## config.mk

```make
export PLATFORM = sky130hd
export DESIGN_NAME = serial_alu_seq_flat
export DESIGN_NICKNAME = d
export VERILOG_FILES = /design/src/rtl/serial_alu_seq_if.sv /design/src/rtl/serial_alu_seq.sv /design/src/flat_wrapper.sv
export SDC_FILE = /design/constraint.sdc
export NUM_CORES = 1
export LEC_CHECK = 0
export BUFFER_PORTS_ARGS = -buffer_cell sky130_fd_sc_hd__buf_4
export CAP_MARGIN = 0
export CELL_PAD_IN_SITES_DETAIL_PLACEMENT = 0
export CELL_PAD_IN_SITES_GLOBAL_PLACEMENT = 2
export CORE_MARGIN = 3
export CORE_UTILIZATION = 31
export CTS_CLUSTER_SIZE = 24
export DETAILED_ROUTE_END_ITERATION = 12
export PLACE_DENSITY = 0.73
export SETUP_SLACK_MARGIN = 0.5
export SLEW_MARGIN = 20
export SYNTH_ARGS = -nofsm -noshare
export SYNTH_HDL_FRONTEND = slang
export SYNTH_SLANG_ARGS = --single-unit
```

## constraint.sdc

```tcl
create_clock -name clk -period 1.6 [get_ports clk]
set_input_delay 0.08 -clock clk [delete_from_list [all_inputs] [get_ports clk]]
set_output_delay 0.08 -clock clk [all_outputs]
set_load 0.01 [all_outputs]
```

## src/rtl/serial_alu_seq_if.sv

```systemverilog
// Host-side request/response bus of the bit-serial ALU sequencer.
// Handshake: the host raises start with op/opa/opb/cin stable. The request
// is taken on the first rising edge where the sequencer is idle (busy low).
// The result and cout are then valid in the single cycle where valid is high,
// and they hold until the next accepted start.
interface serial_alu_seq_if #(
  parameter int WORD = 4
);
  logic            start;
  logic [2:0]      op;
  logic [WORD-1:0] opa;
  logic [WORD-1:0] opb;
  logic            cin;
  logic            busy;
  logic            valid;
  logic [WORD-1:0] result;
  logic            cout;

  modport master (
    output start, op, opa, opb, cin,
    input  busy, valid, result, cout
  );

  modport slave (
    input  start, op, opa, opb, cin,
    output busy, valid, result, cout
  );
endinterface

```

## src/rtl/serial_alu_seq.sv

```systemverilog
// Bit-serial sequencer around an external 1-bit ALU slice. It presents the
// operand bits LSB first and threads the chain bit from one bit to the next.
// It assembles the result word from the slice outputs.
module serial_alu_seq #(
  parameter int WORD = 4
) (
  input  logic             clk,
  input  logic             rst_n,
  serial_alu_seq_if.slave  bus,
  output logic             alu_a,
  output logic             alu_b,
  output logic             alu_c,
  output logic [2:0]       alu_s,
  input  logic             alu_out,
  input  logic             alu_cout,
  output logic [1:0]       dbg_state
);

  typedef enum logic [1:0] {
    IDLE  = 2'd0,
    SHIFT = 2'd1,
    DONE  = 2'd2
  } state_t;

  // Wide enough to reach WORD, so the counter never wraps within an operation.
  localparam int CW = $clog2(WORD + 1);
  localparam logic [CW-1:0] LAST = CW'(WORD - 1);

  state_t          state, state_nx;
  logic [WORD-1:0] a_sr, b_sr, res_r;
  logic [2:0]      op_r;
  logic            chain;
  logic            cout_r;
  logic [CW-1:0]   cnt;

  // State register.
  always_ff @(posedge clk or negedge rst_n) begin
    if (!rst_n) state <= IDLE;
    else        state <= state_nx;
  end

  // Next-state logic. Start is only looked at in IDLE.
  always_comb begin
    state_nx = state;
    case (state)
      IDLE:    if (bus.start) state_nx = SHIFT;
      SHIFT:   if (cnt == LAST) state_nx = DONE;
      DONE:    state_nx = IDLE;
      default: state_nx = IDLE;
    endcase
  end

  // Datapath. It latches operands on accept and then shifts one bit per SHIFT cycle.
  // The result enters at the MSB, so after WORD shifts bit i sits at result[i].
  always_ff @(posedge clk or negedge rst_n) begin
    if (!rst_n) begin
      a_sr   <= '0;
      b_sr   <= '0;
      res_r  <= '0;
      op_r   <= '0;
      chain  <= 1'b0;
      cout_r <= 1'b0;
      cnt    <= '0;
    end else if (state == IDLE && bus.start) begin
      a_sr  <= bus.opa;
      b_sr  <= bus.opb;
      op_r  <= bus.op;
      chain <= bus.cin;
      cnt   <= '0;
    end else if (state == SHIFT) begin
      a_sr  <= a_sr >> 1;
      b_sr  <= b_sr >> 1;
      res_r <= {alu_out, res_r[WORD-1:1]};
      chain <= alu_cout;
      cnt   <= cnt + 1'b1;
      if (cnt == LAST) cout_r <= alu_cout;
    end
  end

  // Slice drive is live only in SHIFT, and it is quiet at zero otherwise.
  always_comb begin
    alu_a = 1'b0;
    alu_b = 1'b0;
    alu_c = 1'b0;
    alu_s = 3'b000;
    if (state == SHIFT) begin
      alu_a = a_sr[0];
      alu_b = b_sr[0];
      alu_c = chain;
      alu_s = op_r;
    end
  end

  assign bus.busy   = (state != IDLE);
  assign bus.valid  = (state == DONE);
  assign bus.result = res_r;
  assign bus.cout   = cout_r;
  assign dbg_state  = state;

endmodule

```

## src/flat_wrapper.sv

```systemverilog
// flat-port wrapper written by rule: the top's interface ports become plain ports
module serial_alu_seq_flat 
#(
  parameter int WORD = 4
)
  (clk, rst_n, alu_a, alu_b, alu_c, alu_s, alu_out, alu_cout, dbg_state, bus_start, bus_op, bus_opa, bus_opb, bus_cin, bus_busy, bus_valid, bus_result, bus_cout);
  serial_alu_seq_if #(.WORD(WORD)) bus_i ();
  input  logic clk;
  input  logic rst_n;
  output logic alu_a;
  output logic alu_b;
  output logic alu_c;
  output logic [2:0] alu_s;
  input  logic alu_out;
  input  logic alu_cout;
  output logic [1:0] dbg_state;
  input wire logic [$bits(bus_i.start)-1:0] bus_start;
  input wire logic [$bits(bus_i.op)-1:0] bus_op;
  input wire logic [$bits(bus_i.opa)-1:0] bus_opa;
  input wire logic [$bits(bus_i.opb)-1:0] bus_opb;
  input wire logic [$bits(bus_i.cin)-1:0] bus_cin;
  output wire logic [$bits(bus_i.busy)-1:0] bus_busy;
  output wire logic [$bits(bus_i.valid)-1:0] bus_valid;
  output wire logic [$bits(bus_i.result)-1:0] bus_result;
  output wire logic [$bits(bus_i.cout)-1:0] bus_cout;
  assign bus_i.start = bus_start;
  assign bus_i.op = bus_op;
  assign bus_i.opa = bus_opa;
  assign bus_i.opb = bus_opb;
  assign bus_i.cin = bus_cin;
  assign bus_busy = bus_i.busy;
  assign bus_valid = bus_i.valid;
  assign bus_result = bus_i.result;
  assign bus_cout = bus_i.cout;
  serial_alu_seq #(.WORD(WORD)) u_core (.clk(clk), .rst_n(rst_n), .bus(bus_i), .alu_a(alu_a), .alu_b(alu_b), .alu_c(alu_c), .alu_s(alu_s), .alu_out(alu_out), .alu_cout(alu_cout), .dbg_state(dbg_state));
endmodule
```

### Yosys cells after proc, flatten, opt, wreduce, memory -nomap -nowiden

Cells that the tools add are included.

* add/subtract/negate cells: 1
* multipliers: 0
* divide/modulo/power cells: 0
* order comparisons: 0
* equal/unequal tests: 5
* shift operators: 0
* muxes and demuxes: 15
* bitwise gates (word level): 1
* reduce and logical (&&, ||, !) cells: 7

Operators with widths (count)
* 4-bit 2-to-1 mux: 4
* 3-bit 2-to-1 mux: 3
* 1-bit 2-to-1 mux: 5
* 2-bit 2-to-1 mux: 2
* 2-bit != test, second input constant: 2
* 2-bit one-hot mux with 2 select lines: 1
* 2-bit AND reduction: 2
* 2-bit nonzero test: 2
* 3-bit by 1-bit adder with 3-bit output, second input constant: 1
* 3-bit by 2-bit == test with 1-bit output, second input constant: 1
* 3-bit AND reduction: 1
* 2-bit by 1-bit == test with 1-bit output, second input constant: 1
* 2-bit == test, second input constant: 1
* 2-bit logical NOT: 1
* 1-bit logical AND: 1
* 1-bit inverter: 1

* bits in registers: 22
* latch bits: 0
* memory bits (writable): 0
* ROM bits: 0
* bits of input ports: 17
* output and inout port bits: 15
* memories kept: 0

### Logic depth before layout (Yosys ltp)

Gate-level depths: netlist (run 1).

* word-level depth: 4
* mapped depth: 5
* gate-level depth less buffers: 4

### Worst setup path before layout (run 1)

OpenSTA, ideal clock, no wires.

* path type: register to register
* from: reg u_core.state[1] (netlist: u_core.dbg_state[1])
* to: reg u_core.op_r[0]
* library setup time: 0.125 ns
* arrival time: 1.226 ns
* slack: 0.249 ns
* cell stages (with the launch flop): 5
* clock period less this slack: 1.351 ns
* cell sequence: dfrtp_1 buf_6 or2_4 nor2_8 mux2_4

* longest elaborated chain between the ends: 2

Ends and longest elaborated chain
* from (decl): line serial_alu_seq.sv:29 `state_t state, state_nx;`
* from (signal assigned): line serial_alu_seq.sv:39 `else state <= state_nx;`
* 2-bit logical NOT: line serial_alu_seq.sv:64 `end else if (state == IDLE && bus.start) begin`
* 1-bit logical AND: line serial_alu_seq.sv:64
* to (signal assigned): line serial_alu_seq.sv:67 `op_r <= bus.op;`
* to (decl): line serial_alu_seq.sv:31 `logic [2:0] op_r;`

No other way between the ends.
A chain may end at the register's enable or synchronous reset.

### Worst setup path in the final report (run 1)

* from: reg u_core.state[0] (netlist: u_core.dbg_state[0])
* to: reg u_core.op_r[2]

Same word-level chain as after synthesis.

==> summary by stage, run 1 <==
Status
The flow ran to the end, and the final reports show no timing, DRC or antenna violations.

Drt
The detailed-router iteration count before antenna repair is 4. The detailed router's first-iteration violation count is 23. The final route contains 865 vias.

The DRC violation count after routing is 0. The via-per-instance ratio is 4.63. The post-detailed-route count of antenna-violating nets is 0. The wire length per cell after detailed routing is 13.9 µm. The routed wire length is 2600 µm.

Floorplan
The width of the die is 63.8 µm. The top-level port count is 32. After floorplanning, the core was sized to cover 0.00313 mm². The standard-cell row count is 20. The initial utilization of the core area, before any placement, comes to 33.2%. The die is 63.8 µm tall. The floorplan step defined a die boundary enclosing 0.00408 mm².

Pwr
The switching power total is 1.15 mW. The power per cell area is 1930 mW/mm². Total power for the finished layout comes to 3.39 mW. In this run the static leakage power is 0.816 nW. The internal power of the cells totals 2.24 mW. Registers are responsible for 29.5% of the overall power.

The power share of the clock group is 7.2%. The switching part of the total is 33.8%. Combinational cells account for 63.3% of the total power. The worst ir drop on vdd is 1020 µV.

Global route
The initial antenna violation count came to 0. Global routing consumed, over all layers together, 14.0% of the routing resources. The leftover overflow at the end of global routing is 0. The first global-routing pass estimated 4420 µm of wire. Entering global routing, the biggest net connects 23 pins. The number of global-route vias before repair came to 916.

Cells and area
The count of nets after finishing is 164. After the flow finishes, the layout carries non-filler instances totaling 187. The filler cells instantiated in the layout total 290. The area growth from synthesis to layout is 69.0%. In the final layout, flip-flops and latches occupy 553 µm². The fraction of layout cells with a size suffix above 1 is 65.0%.

The antenna diode count is 0. The multi-input combinational cells in the finished layout cover a total of 573 µm².

Clocking
No sink is reached through more buffers than the 2 on the longest clock path. The source-to-sink clock delay at the later pin of the worst-skew pair is 0.30 ns. The H-tree depth is 1. The clock buffer count from CTS is 3. The clock root buffer master is clkbuf_4.

The total clock sinks is 22. The clock edge transition at the registers on the reported setup and hold paths is 0.12 ns. The TritonCTS clock tree is yes.

STA
The worst path uses 87.8% of the clock period. In the final timing run, aggregate negative setup slack is 0 ns. Between clock sinks in the finished design, the worst skew comes to 0.0126 ns. The smallest setup slack after layout is 0.195 ns. The max-slew violation total from the final report was 0. The shortest clock period the worst path allows after layout is 1.41 ns. Measured against its own limit, the worst slew margin works out to 81.0%. Setup repair after global routing could not meet its margin everywhere. For the pin with the worst max-slew slack, the measured transition is 0.285 ns. The setup-violating endpoint count in the final report is 0. The final hold violation count was 0.

The peak clock frequency supported by timing is 712 MHz. The worst hold slack is 0.0168 ns.

Placement
The congestion estimate from routability-driven global placement came to 0.690. The detailed-placement wirelength estimate is 1740 µm. The pre-CTS worst setup slack is 0.264 ns.

The count of buffers added on input and output ports is 31. The number of placed instances, taps included, is 161.

Critical path
The path length in cells of the critical path is 4. The combined buffer and inverter count along the critical path is 1. The critical-path maximum fanout is 4. The cell at the slowest stage of the critical path is dfrtp_2.

The kind of cell with the highest combined delay on the critical path is flip-flops. The signal on the critical path passes through buf_6 -> or2_4 -> nor2_8 -> mux2_4. At the worst endpoint, the required time is 1.79 ns. In this run the critical register-to-register path is captured at u_core.op_r[2]$_DFFE_PN0P_.

The launch point of the critical path is u_core.dbg_state[0]$_DFFE_PN0P_. The delay contributed by the slowest stage of the critical path is 0.45 ns. The number of cells traversed by the worst register-to-register path is 4. The origin of the critical flop-to-flop path is u_core.dbg_state[0]$_DFFE_PN0P_. The arrival time at the worst endpoint is 1.59 ns. The termination of the worst setup path is u_core.op_r[2]$_DFFE_PN0P_. The type of the setup path with the least slack is flop to flop.

The setup slack on the worst flop-to-flop path is 0.19 ns. The element type at the critical path end is a flop. STA classifies the critical path startpoint as a flop.

Logic synthesis
The most common cell in the synthesized netlist is dfrtp_1. In this run, synthesis produced a sequential element count of 22. The average cell area after synthesis is 12.1 µm². The cell count after synthesis came out at 86. The top flip-flop cell by instance count after synthesis is dfrtp_1. Yosys mapped the design onto 30 distinct sky130hd cell types. The commonest cells after synthesis are dfrtp_1 (22), and2_1 (7), mux2_2 (5), inv_1 (4), nand2_1 (4). The cell accounting for the most synthesized area is dfrtp_1. The part of the Yosys area used for sequential elements is 53.1%.

The count of flip-flops with a built-in enable after synthesis is 0. The synthesized design devotes to its leading area cell type 53.1% of total area. Ranked by total cell area, the synthesized netlist is headed by dfrtp_1 (53%), mux2_2 (5.4%), mux2_4 (4.3%).

After synthesis, the share of flip-flops with an asynchronous set or reset is 100%. The cell area after synthesis is 0.00104 mm². The Yosys step of the flow raised 0 warnings. Synthesis produced a netlist with a net count of 105.

Worst hold path
The worst hold path belongs to the class primary input to flop. The startpoint of the most critical hold path is alu_cout.

Job
Max-cap violations in this run came to 0.
==> kinds of logic (layout without fill, tap and decap cells) <==
logic type / after synthesis / count (layout) / synth area share (%)
AND/OR/NAND/NOR: 30 / 30 / 18.5
flip-flops: 22 / 22 / 53.1
AO/OA/AOI/OAI: 16 / 16 / 12.2
multiplexers: 8 / 8 / 9.77
buffers and inverters: 8 / 65 / 4.10
adder cells (fa/ha/maj): 2 / 2 / 2.41
==> worst reg2reg max path: stages (launching register included) <==
cell and delay (ns):
dfrtp_2 0.45, buf_6 0.12, or2_4 0.27, nor2_8 0.13, mux2_4 0.32
==> metal layers <==
metal | share of wire [%] | GRT usage [%] | routed length, µm
met4 | 0.77 | 2.43 | 20
met1 | 41 | 16.7 | 1080
met3 | 4.6 | 4.22 | 119
met5 | 0 | 0 | 0
met2 | 53 | 24.9 | 1380
==> cell type report <==
type / count / area share (%)
well taps: 44 / 3.14
multi-input cells: 56 / 32.7
inverters: 4 / 0.857
repair buffers: 58 / 30.5
flip-flops and latches: 22 / 31.5
clock buffers: 3 / 1.28
==> repair_timing <==
item | CTS | global route
endpoints found under the setup margin | 31 | 31
cloned | 0 | 0
hold endpoints to repair | 25 | 1
hold buffers | 4 | 1
buffers inserted | 17 | 1
pin swaps | 19 | 10
gates resized for setup | 39 | 13
==> worst min path at each step <==
stage | end | slack, ns | depth (start not counted)
2_1_floorplan | u_core.a_sr[0]$_DFFE_PN0P_ | -0.22 | 0
3_3_place_gp | u_core.b_sr[1]$_DFFE_PN0P_ | -0.01 | 1
3_5_place_dp | u_core.b_sr[1]$_DFFE_PN0P_ | -0.01 | 1
4_1_cts | u_core.op_r[2]$_DFFE_PN0P_ | 0.008 | 2
5_1_grt | u_core.a_sr[3]$_DFFE_PN0P_ | 0.009 | 2
6_report | u_core.bus.cout$_DFFE_PN0P_ | 0.02 | 2
==> per-stage QoR <==
step / util, % / area, µm²
6_report: 56.0 / 1750
3_5_place_dp: 42.8 / 1340
2_1_floorplan: - / 1050
3_3_place_gp: 42.8 / 1340
4_1_cts: 53.8 / 1680
5_1_grt: 56.0 / 1750
==> sequential cells by signal (all words and copies together) (netlist names) <==
register           count
u_core.op_r            3
u_core.cnt             3
u_core.bus.cout        1
u_core.bus.result      4
u_core.dbg_state       2
u_core.a_sr            4
u_core.chain           1
u_core.b_sr            4
==> power by group through the flow <==
stage,Clock (mW),Sequential (mW),Combinational (mW)
CTS,0.255,0.993,2.03
detailed placement,0,0.997,1.37
floorplan,0,0.983,0.843
global route,0.278,1.04,2.32
global placement,0,0.988,1.36
finish,0.245,0.999,2.14
==> cells in the final DEF, fill, tap and decap left out, drive strengths merged <==
cell	Yosys	layout
a211oi	2	2
a21oi	1	1
a22o	3	3
a22oi	3	3
a2bb2oi	2	2
and2	7	7
buf	3	53
clkbuf	1	3
dfrtp	22	22
dlygate4sd3	0	5
ha	2	2
inv	4	4
mux2	8	8
nand2	4	4
nand2b	2	2
nand3	3	3
nand3b	3	3
nor2	3	3
nor2b	3	3
nor3	2	2
nor3b	2	2
o21ai	1	1
o21bai	1	1
o22a	2	2
o22ai	1	1
or2	1	1
(Power assumes the default switching activity.)
==> run 2, diff against run 1 <==
--- a/config.mk
+++ b/config.mk
@@ -7,7 +7,7 @@
 export LEC_CHECK = 0
 export BUFFER_PORTS_ARGS = -buffer_cell sky130_fd_sc_hd__buf_4
 export CAP_MARGIN = 0
-export CELL_PAD_IN_SITES_DETAIL_PLACEMENT = 0
+export CELL_PAD_IN_SITES_DETAIL_PLACEMENT = 1
 export CELL_PAD_IN_SITES_GLOBAL_PLACEMENT = 2
 export CORE_MARGIN = 3
 export CORE_UTILIZATION = 31
==> run 2 against run 1 <==
  * First-iteration DRC count shrank 57%
  * Flip-flop and latch count stayed put
  * Sequential share of layout area decreased by 1.5 points
  * Clock power is essentially flat
  * Power increased by 8.8%
  * Register-to-register slack is essentially flat
  * Global-route usage grew 3.9 points
  * Combinational power grew 14%
  * Via count increased by 9.1%
  * Utilization up 2.8 points
  * Largest cell class unchanged
  * Highest routed layer unchanged
==> summary by stage, run 2 (synthesis gave the netlist of run 1 again) <==
Clocking
The TritonCTS clock tree is yes (unchanged). The total clock sinks came to 22 (unchanged). The source-to-sink clock delay at the later pin of the worst-skew pair was 0.31 ns (was 0.30 ns). The clock edge transition at the registers on the reported setup and hold paths is 0.12 ns (about the same). The H-tree depth is 1 (unchanged). The maximum clock insertion buffer count is 2 (unchanged).

The clock root buffer master was clkbuf_4 (unchanged). The clock buffer count from CTS was 3 (unchanged).

STA
The post-route setup TNS is 0 ns (unchanged). The setup-violating endpoint count in the final report is 0 (unchanged). The final hold violation count is 0 (unchanged). RSZ-0062 raised after global routing: true (unchanged). The worst slew margin relative to its limit is 81.1% (was 81.0%). The peak clock frequency supported by timing is 710 MHz (was 712 MHz). The shortest clock period the worst path allows after layout is 1.41 ns (about the same). The max-slew violation total from the final report is 0 (unchanged). The actual slew at the worst max-slew pin is 0.284 ns (was 0.285 ns). The portion of the clock cycle consumed by the worst path in the final layout is 88.0% (was 87.8%). The worst setup skew after layout came to 0.0133 ns (was 0.0126 ns).

Placement
The number of I/O port buffers came to 31 (unchanged). The placer congestion estimate is 0.690 (unchanged). The detailed-placement wirelength estimate is 1900 µm (was 1740 µm).

Cells and area
The utilization after layout is 58.8% (was 56.0%). The filler cell count in the final layout is 326 (was 290). The fraction of layout cells with a size suffix above 1 is 66.4% (was 65.0%). The most frequent standard cell in the layout excluding fill and tap cells was buf_4 (unchanged). Commonest non-fill, non-tap cells in the layout: buf_4 (35), buf_6 (22), dfrtp_1 (20) (was buf_4 (30), buf_6 (23), dfrtp_1 (20)). The area growth from synthesis to layout is 77.4% (was 69.0%).

The antenna diode count came to 0 (unchanged). The count of nets after finishing came to 170 (was 164).

Floorplan
The y dimension of the die came to 63.8 µm (unchanged). The width of the die was 63.8 µm (unchanged). The core area was 0.00313 mm² (unchanged).

The top-level port count is 32 (unchanged). The area of the die is 0.00408 mm² (unchanged). The standard-cell row count is 20 (unchanged). The effective utilization at floorplan came to 33.2% (unchanged).

Drt
The top layer used by detailed routing is met4 (unchanged). The total met2 wirelength after detailed routing is 2000 µm (was 1380 µm). The via-per-instance ratio is 4.89 (was 4.63).

The detailed-router iteration count before antenna repair is 4 (unchanged). The routed metal-1 wire length was 1340 µm (was 1080 µm). The wire length per cell after detailed routing is 18.4 µm (was 13.9 µm). The post-detailed-route count of antenna-violating nets is 0 (unchanged).

The DRC violation count after routing was 0 (unchanged). The detailed-route via count was 944 (was 865). The routed length on met3 is 130 µm (was 119 µm). The detailed router's first-iteration violation count was 10 (was 23). The routed wire length is 3550 µm (was 2600 µm).

Worst hold path
The worst-case hold path end point is u_core.chain$_DFFE_PN0P_ (was u_core.bus.cout$_DFFE_PN0P_). The worst hold-check path type was primary input to flop (unchanged). The count of cells along the worst hold path is 3 (was 2). The startpoint of the most critical hold path is alu_cout (unchanged).

Critical path
The worst flop-to-flop path endpoint was u_core.op_r[0]$_DFFE_PN0P_ (was u_core.op_r[2]$_DFFE_PN0P_). Cell Chain, Critical Path: buf_6 -> or2_4 -> nor2_8 -> mux2_4 (unchanged). The element type at the critical path end is a flop (unchanged). The delay contributed by the slowest stage of the critical path came to 0.44 ns (was 0.45 ns). The origin of the critical flop-to-flop path is u_core.dbg_state[0]$_DFFE_PN0P_ (unchanged). The arrival time at the worst endpoint is 1.60 ns (was 1.59 ns). The number of cells traversed by the worst register-to-register path is 4 (unchanged).

The cell at the slowest stage of the critical path is dfrtp_2 (unchanged). The type of the setup path with the least slack is flop to flop (unchanged). The launching element type of the critical path was a flop (unchanged). The setup slack on the worst flop-to-flop path is 0.19 ns (about the same). The critical-path maximum fanout was 4 (unchanged). The required time at the endpoint of the critical path is 1.79 ns (about the same).

Pwr
The power per cell area is 2000 mW/mm² (was 1930 mW/mm²). The leakage power is 0.866 nW (was 0.816 nW). The worst ir drop on vdd is 1050 µV (was 1020 µV).

Status
Outcome: completed (unchanged).

Global route
The number of global-route vias before repair is 1015 (was 916). The first-pass GRT wire length is 5370 µm (was 4420 µm). The leftover overflow at the end of global routing is 0 (unchanged). The maximum number of pins on one net before global-route repair is 23 (unchanged).

The global router's overall resource usage is 17.9% (was 14.0%). The initial antenna violation count is 0 (unchanged).

Job
The number of violations of the max-capacitance limit is 0 (unchanged).
run 2: cell types whose count changed in the layout (fill, tap and decap cells not counted), sizes merged:
cell,delta
buf,+5
dlygate4sd3,+1
run 2: cell type report:
| class | instances | area, µm² | area share (%) |
|---|---|---|---|
| Timing Repair Buffer | 64 | 586 | 31.8 |
| Clock buffer | 3 | 22.5 | 1.22 |
| Inverter | 4 | 15.0 | 0.816 |
| Sequential cell | 22 | 553 | 30.0 |
| Tap cell | 44 | 55.1 | 2.99 |
| Multi-Input combinational cell | 56 | 609 | 33.1 |
run 2: critical path, delay by kind of cell, from the launching register on:
family	cells	cell delay (ns)
flip-flops	1	0.44
multiplexers	1	0.31
buffers and inverters	1	0.13
AND/OR/NAND/NOR	2	0.41
run 2: per-layer routing:
metal / up-vias / track usage, %
li1: 434 / -
met1: 477 / 18.5
met2: 25 / 34.2
met3: 8 / 5.10
met4: 0 / 5.39
met5: - / 0
run 2: repair_timing:
action                     in CTS  in global routing
pin swaps                      14                  8
buffers inserted               19                  4
hold buffers                    4                  2
hold endpoints to repair       25                  2
setup endpoints to repair      31                 31
resized for setup              45                 17
run 2: worst max path at each step:
stage / startpoint / depth (start not counted) / endpoint / slack [ns]
2_1_floorplan: u_core.dbg_state[1]$_DFFE_PN0P_ / 4 / u_core.op_r[0]$_DFFE_PN0P_ / 0.25
4_1_cts: u_core.dbg_state[1]$_DFFE_PN0P_ / 4 / alu_s[1] / 0.21
3_3_place_gp: u_core.dbg_state[0]$_DFFE_PN0P_ / 3 / u_core.op_r[0]$_DFFE_PN0P_ / 0.29
5_1_grt: u_core.dbg_state[1]$_DFFE_PN0P_ / 4 / alu_s[1] / 0.13
6_report: u_core.dbg_state[0]$_DFFE_PN0P_ / 4 / u_core.op_r[0]$_DFFE_PN0P_ / 0.19
3_5_place_dp: u_core.dbg_state[0]$_DFFE_PN0P_ / 3 / u_core.op_r[2]$_DFFE_PN0P_ / 0.27
run 2: stage by stage:
stage / setup slack, ns / hold slack (ns) / instance area [µm²] / power, mW / instances
finish: 0.191 / 0.00386 / 1840 / 3.69 / 193
global route: 0.134 / 0.00324 / 1840 / 3.93 / 193
CTS: 0.214 / 0.000167 / 1710 / 3.32 / 187
detailed placement: 0.266 / -0.0126 / 1340 / 2.40 / 161
global placement: 0.295 / -0.0139 / 1340 / 2.35 / 161
floorplan: 0.250 / -0.216 / 1050 / 1.83 / 86
run 2: power breakdown:
| group | switching (mW) | total (mW) | internal [mW] |
|---|---|---|---|
| logic | 0.955 | 2.43 | 1.47 |
| registers | 0.190 | 1.01 | 0.822 |
| clock network | 0.157 | 0.245 | 0.0879 |
| total | 1.30 | 3.69 | 2.38 |
==> run 3, diff against run 2 <==
--- a/config.mk
+++ b/config.mk
@@ -5,12 +5,13 @@
 export SDC_FILE = /design/constraint.sdc
 export NUM_CORES = 1
 export LEC_CHECK = 0
+export ABC_AREA = 1
 export BUFFER_PORTS_ARGS = -buffer_cell sky130_fd_sc_hd__buf_4
 export CAP_MARGIN = 0
 export CELL_PAD_IN_SITES_DETAIL_PLACEMENT = 1
 export CELL_PAD_IN_SITES_GLOBAL_PLACEMENT = 2
 export CORE_MARGIN = 3
-export CORE_UTILIZATION = 31
+export CORE_UTILIZATION = 28
 export CTS_CLUSTER_SIZE = 24
 export DETAILED_ROUTE_END_ITERATION = 12
 export PLACE_DENSITY = 0.73
==> run 3 against run 2 <==
  * First-iteration DRC count up 110%
  * Register-to-register slack better by 0.15 ns
  * Flip-flop and latch count unchanged
  * Die area up 11%
  * Combinational power down 10%
  * Count of clock-buffer cells in the layout unchanged
  * Utilization down 6.1 points
  * Largest power group unchanged
  * Synthesized area up 1.6%
  * Critical path type unchanged
==> summary by stage, run 3 <==
Status
Outcome: completed (unchanged).

Logic synthesis
The synthesized-area fraction occupied by xor and xnor cells was 0% (unchanged). The complex-gate fraction of the synthesized area is 6.06% (was 12.2%). The simple logic cell fraction of the synthesized area was 29.9% (was 18.5%). Main area contributors after synthesis: dfrtp_1 (52%), nand2_1 (15%), nand3_1 (9.0%) (was dfrtp_1 (53%), mux2_2 (5.4%), mux2_4 (4.3%)).

The count of flip-flops with a built-in enable after synthesis is 0 (unchanged). The register bit count reported by yosys is 22 (unchanged). The total of warnings raised by yosys is 0 (unchanged). The average cell area after synthesis is 8.50 µm² (was 12.1 µm²). The dominant combinational cell family by area after synthesis is simple AND/OR/NAND/NOR gates (unchanged). The post-synthesis instance total is 124 (was 86).

The cell area after synthesis was 0.00105 mm² (was 0.00104 mm²). The cell accounting for the most synthesized area is dfrtp_1 (unchanged). The async set or reset register ratio after synthesis is 100% (unchanged). The fraction of synthesized cell area taken by the top area cell type is 52.3% (was 53.1%).

The fraction of synthesized area in multiplexers was 0% (was 9.77%). Leading cell types by count after synthesis: nand2_1 (41), dfrtp_1 (22), nand3_1 (19), inv_1 (15), nor2_1 (7) (was dfrtp_1 (22), and2_1 (7), mux2_2 (5), inv_1 (4), nand2_1 (4)). The adder-cell share of the synthesized area is 2.38% (was 2.41%). The distinct cell type count of the synthesized netlist is 14 (was 30). The part of the Yosys area used for sequential elements came to 52.3% (was 53.1%). The top flip-flop cell by instance count after synthesis is dfrtp_1 (unchanged). The synthesized net count is 143 (was 105). The most common cell in the netlist is nand2_1 (was dfrtp_1).

Clocking
The source-to-sink clock delay at the later pin of the worst-skew pair is 0.26 ns (was 0.31 ns). The clock buffer count from CTS came to 3 (unchanged). The H-tree depth is 1 (unchanged). The maximum clock insertion buffer count is 2 (unchanged). The clock edge transition at the registers on the reported setup and hold paths was 0.08 ns (was 0.12 ns). The total clock sinks came to 22 (unchanged). The clock root buffer master is clkbuf_8 (was clkbuf_4).

The TritonCTS clock tree is yes (unchanged).

Global route
The number of global-route vias before repair is 1098 (was 1015). The first-pass GRT wire length is 5260 µm (was 5370 µm). The maximum number of pins on one net before global-route repair is 23 (unchanged).

The initial antenna violation count is 0 (unchanged). The leftover overflow at the end of global routing is 0 (unchanged). The global router's overall resource usage is 15.5% (was 17.9%).

STA
The actual slew at the worst max-slew pin is 0.290 ns (was 0.284 ns). The portion of the clock cycle consumed by the worst path in the final layout is 78.5% (was 88.0%). The worst hold slack is 0.0152 ns (was 0.00386 ns). The worst setup skew after layout came to 0.000817 ns (was 0.0133 ns). The post-route setup TNS is 0 ns (unchanged). RSZ-0062 raised after global routing: true (unchanged). The peak clock frequency supported by timing is 796 MHz (was 710 MHz). The worst slew margin relative to its limit is 80.6% (was 81.1%).

The final hold violation count is 0 (unchanged). The max-slew violation total from the final report was 0 (unchanged). The shortest clock period the worst path allows after layout was 1.26 ns (was 1.41 ns).

The setup-violating endpoint count in the final report is 0 (unchanged).

Drt
The routed wire length is 3220 µm (was 3550 µm). The detailed-route via count is 1014 (was 944). The via-per-instance ratio is 4.53 (was 4.89).

The wire length per cell after detailed routing came to 14.4 µm (was 18.4 µm). The detailed-router iteration count before antenna repair is 4 (unchanged). The DRC violation count after routing is 0 (unchanged). The detailed router's first-iteration violation count is 21 (was 10).

The post-detailed-route count of antenna-violating nets is 0 (unchanged).

Cells and area
The area growth from synthesis to layout is 73.6% (was 77.4%). The count of nets after finishing is 198 (was 170). The post-route non-filler standard cell count is 224 (was 193). The utilization after layout came to 52.7% (was 58.8%). Commonest non-fill, non-tap cells in the layout: buf_4 (37), nand2_1 (26), dfrtp_1 (20) (was buf_4 (35), buf_6 (22), dfrtp_1 (20)).

The antenna diode count is 0 (unchanged). The fraction of layout cells with a size suffix above 1 is 61.2% (was 66.4%). The most frequent standard cell in the layout excluding fill and tap cells was buf_4 (unchanged).

Placement
The detailed-placement wirelength estimate is 1840 µm (was 1900 µm). The instance count after placement with tap cells included is 198 (was 161). The number of I/O port buffers is 31 (unchanged). The placer congestion estimate is 0.725 (was 0.690).

Critical path
The launching element type of the critical path is a flop (unchanged). The type of the setup path with the least slack is flop to flop (unchanged). The required time at the endpoint of the critical path was 1.79 ns (about the same). The element type at the critical path end is a flop (unchanged). The critical-path maximum fanout came to 8 (was 4). The arrival time at the worst endpoint is 1.45 ns (was 1.60 ns).

Pwr
The power per cell area is 2030 mW/mm² (was 2000 mW/mm²). The switching part of the total is 40.2% (was 35.3%). The internal power summed over all cells is 2.22 mW (was 2.38 mW).

The worst ir drop on vdd is 801 µV (was 1050 µV). The share of power burned in registers is 27.3% (was 27.5%). The power share of the clock group is 14.1% (was 6.6%). The logic gate share of total power is 58.6% (was 65.9%). The switching power total came to 1.49 mW (was 1.30 mW).

The leakage power was 0.905 nW (was 0.866 nW).

Worst hold path
The worst hold-check path type is primary input to flop (unchanged).

Floorplan
The width of the die is 67.3 µm (was 63.8 µm). The area of the die came to 0.00453 mm² (was 0.00408 mm²). The top-level port count is 32 (unchanged). The standard-cell row count is 21 (was 20). The y dimension of the die came to 67.3 µm (was 63.8 µm). The core area is 0.00347 mm² (was 0.00313 mm²). The effective utilization at floorplan is 30.4% (was 33.2%).

Job
The number of violations of the max-capacitance limit was 0 (unchanged).
[run 3: per-layer routing]
metal	track usage (%)	vias up	share of wire (%)
li1	-	496	-
met1	17.9	496	41
met4	3.80	0	0.96
met5	0	-	0
met3	2.33	4	3.8
met2	29.7	18	54
[run 3: timing repair]
action,in CTS,in global routing
resized for setup,44,36
hold endpoints to repair,22,0
hold buffers,1,0
buffers inserted,17,3
cloned,0,1
endpoints found under the setup margin,28,29
pin swaps,14,12
[run 3: kinds of logic after synthesis]
group | after synthesis
compound gates | 9
fa+ha+maj | 2
buf+inv | 20
flops | 22
simple gates | 71
[run 3: layout make-up]
class	count	area, µm²
tap	46	57.6
clock buffer	3	41.3
timing repair buffer	53	469
timing repair inverter	1	11.3
clock inverter	1	30.0
inverter	16	75.1
sequential	22	553
fill	408	1640
multi-input combinational	82	592
[run 3: critical path: stages (launching register included)]
cell	delay, ns
dfrtp_2	0.44
buf_6	0.14
nor2_4	0.16
buf_8	0.17
nand2_8	0.08
buf_4	0.15
o21ai_2	0.04
[run 3: power groups by stage]
stage | Clock (mW) | Combinational, mW | Sequential [mW]
2_1_floorplan | 0 | 0.783 | 0.988
3_3_place_gp | 0 | 1.19 | 0.975
3_5_place_dp | 0 | 1.22 | 0.987
4_1_cts | 0.541 | 1.80 | 0.990
5_1_grt | 0.559 | 2.40 | 1.05
6_report | 0.525 | 2.18 | 1.02
[run 3: path summary, 6_finish.rpt]
check                                                      from                          endpoint  slack, ns  cells past startpoint
min in group asynchronous                                 rst_n        u_core.op_r[0]$_DFFE_PN0P_       0.24                      2
max in group asynchronous                                 rst_n   u_core.dbg_state[0]$_DFFE_PN0P_       1.12                      2
worst min-delay path                                    alu_out  u_core.bus.result[3]$_DFFE_PN0P_       0.02                      3
worst max-delay path            u_core.dbg_state[1]$_DFFE_PN0P_   u_core.dbg_state[0]$_DFFE_PN0P_       0.34                      6
worst min register to register       u_core.op_r[2]$_DFFE_PN0P_        u_core.op_r[2]$_DFFE_PN0P_       0.49                      2
worst max register to register  u_core.dbg_state[1]$_DFFE_PN0P_   u_core.dbg_state[0]$_DFFE_PN0P_       0.34                      6
[run 3: per-stage QoR]
step | worst slack (ns) | instance area [µm²] | power, mW
2_1_floorplan | 0.523 | 1050 | 1.77
3_3_place_gp | 0.335 | 1310 | 2.17
3_5_place_dp | 0.334 | 1310 | 2.21
4_1_cts | 0.366 | 1680 | 3.33
5_1_grt | 0.298 | 1830 | 4.01
6_report | 0.344 | 1830 | 3.72
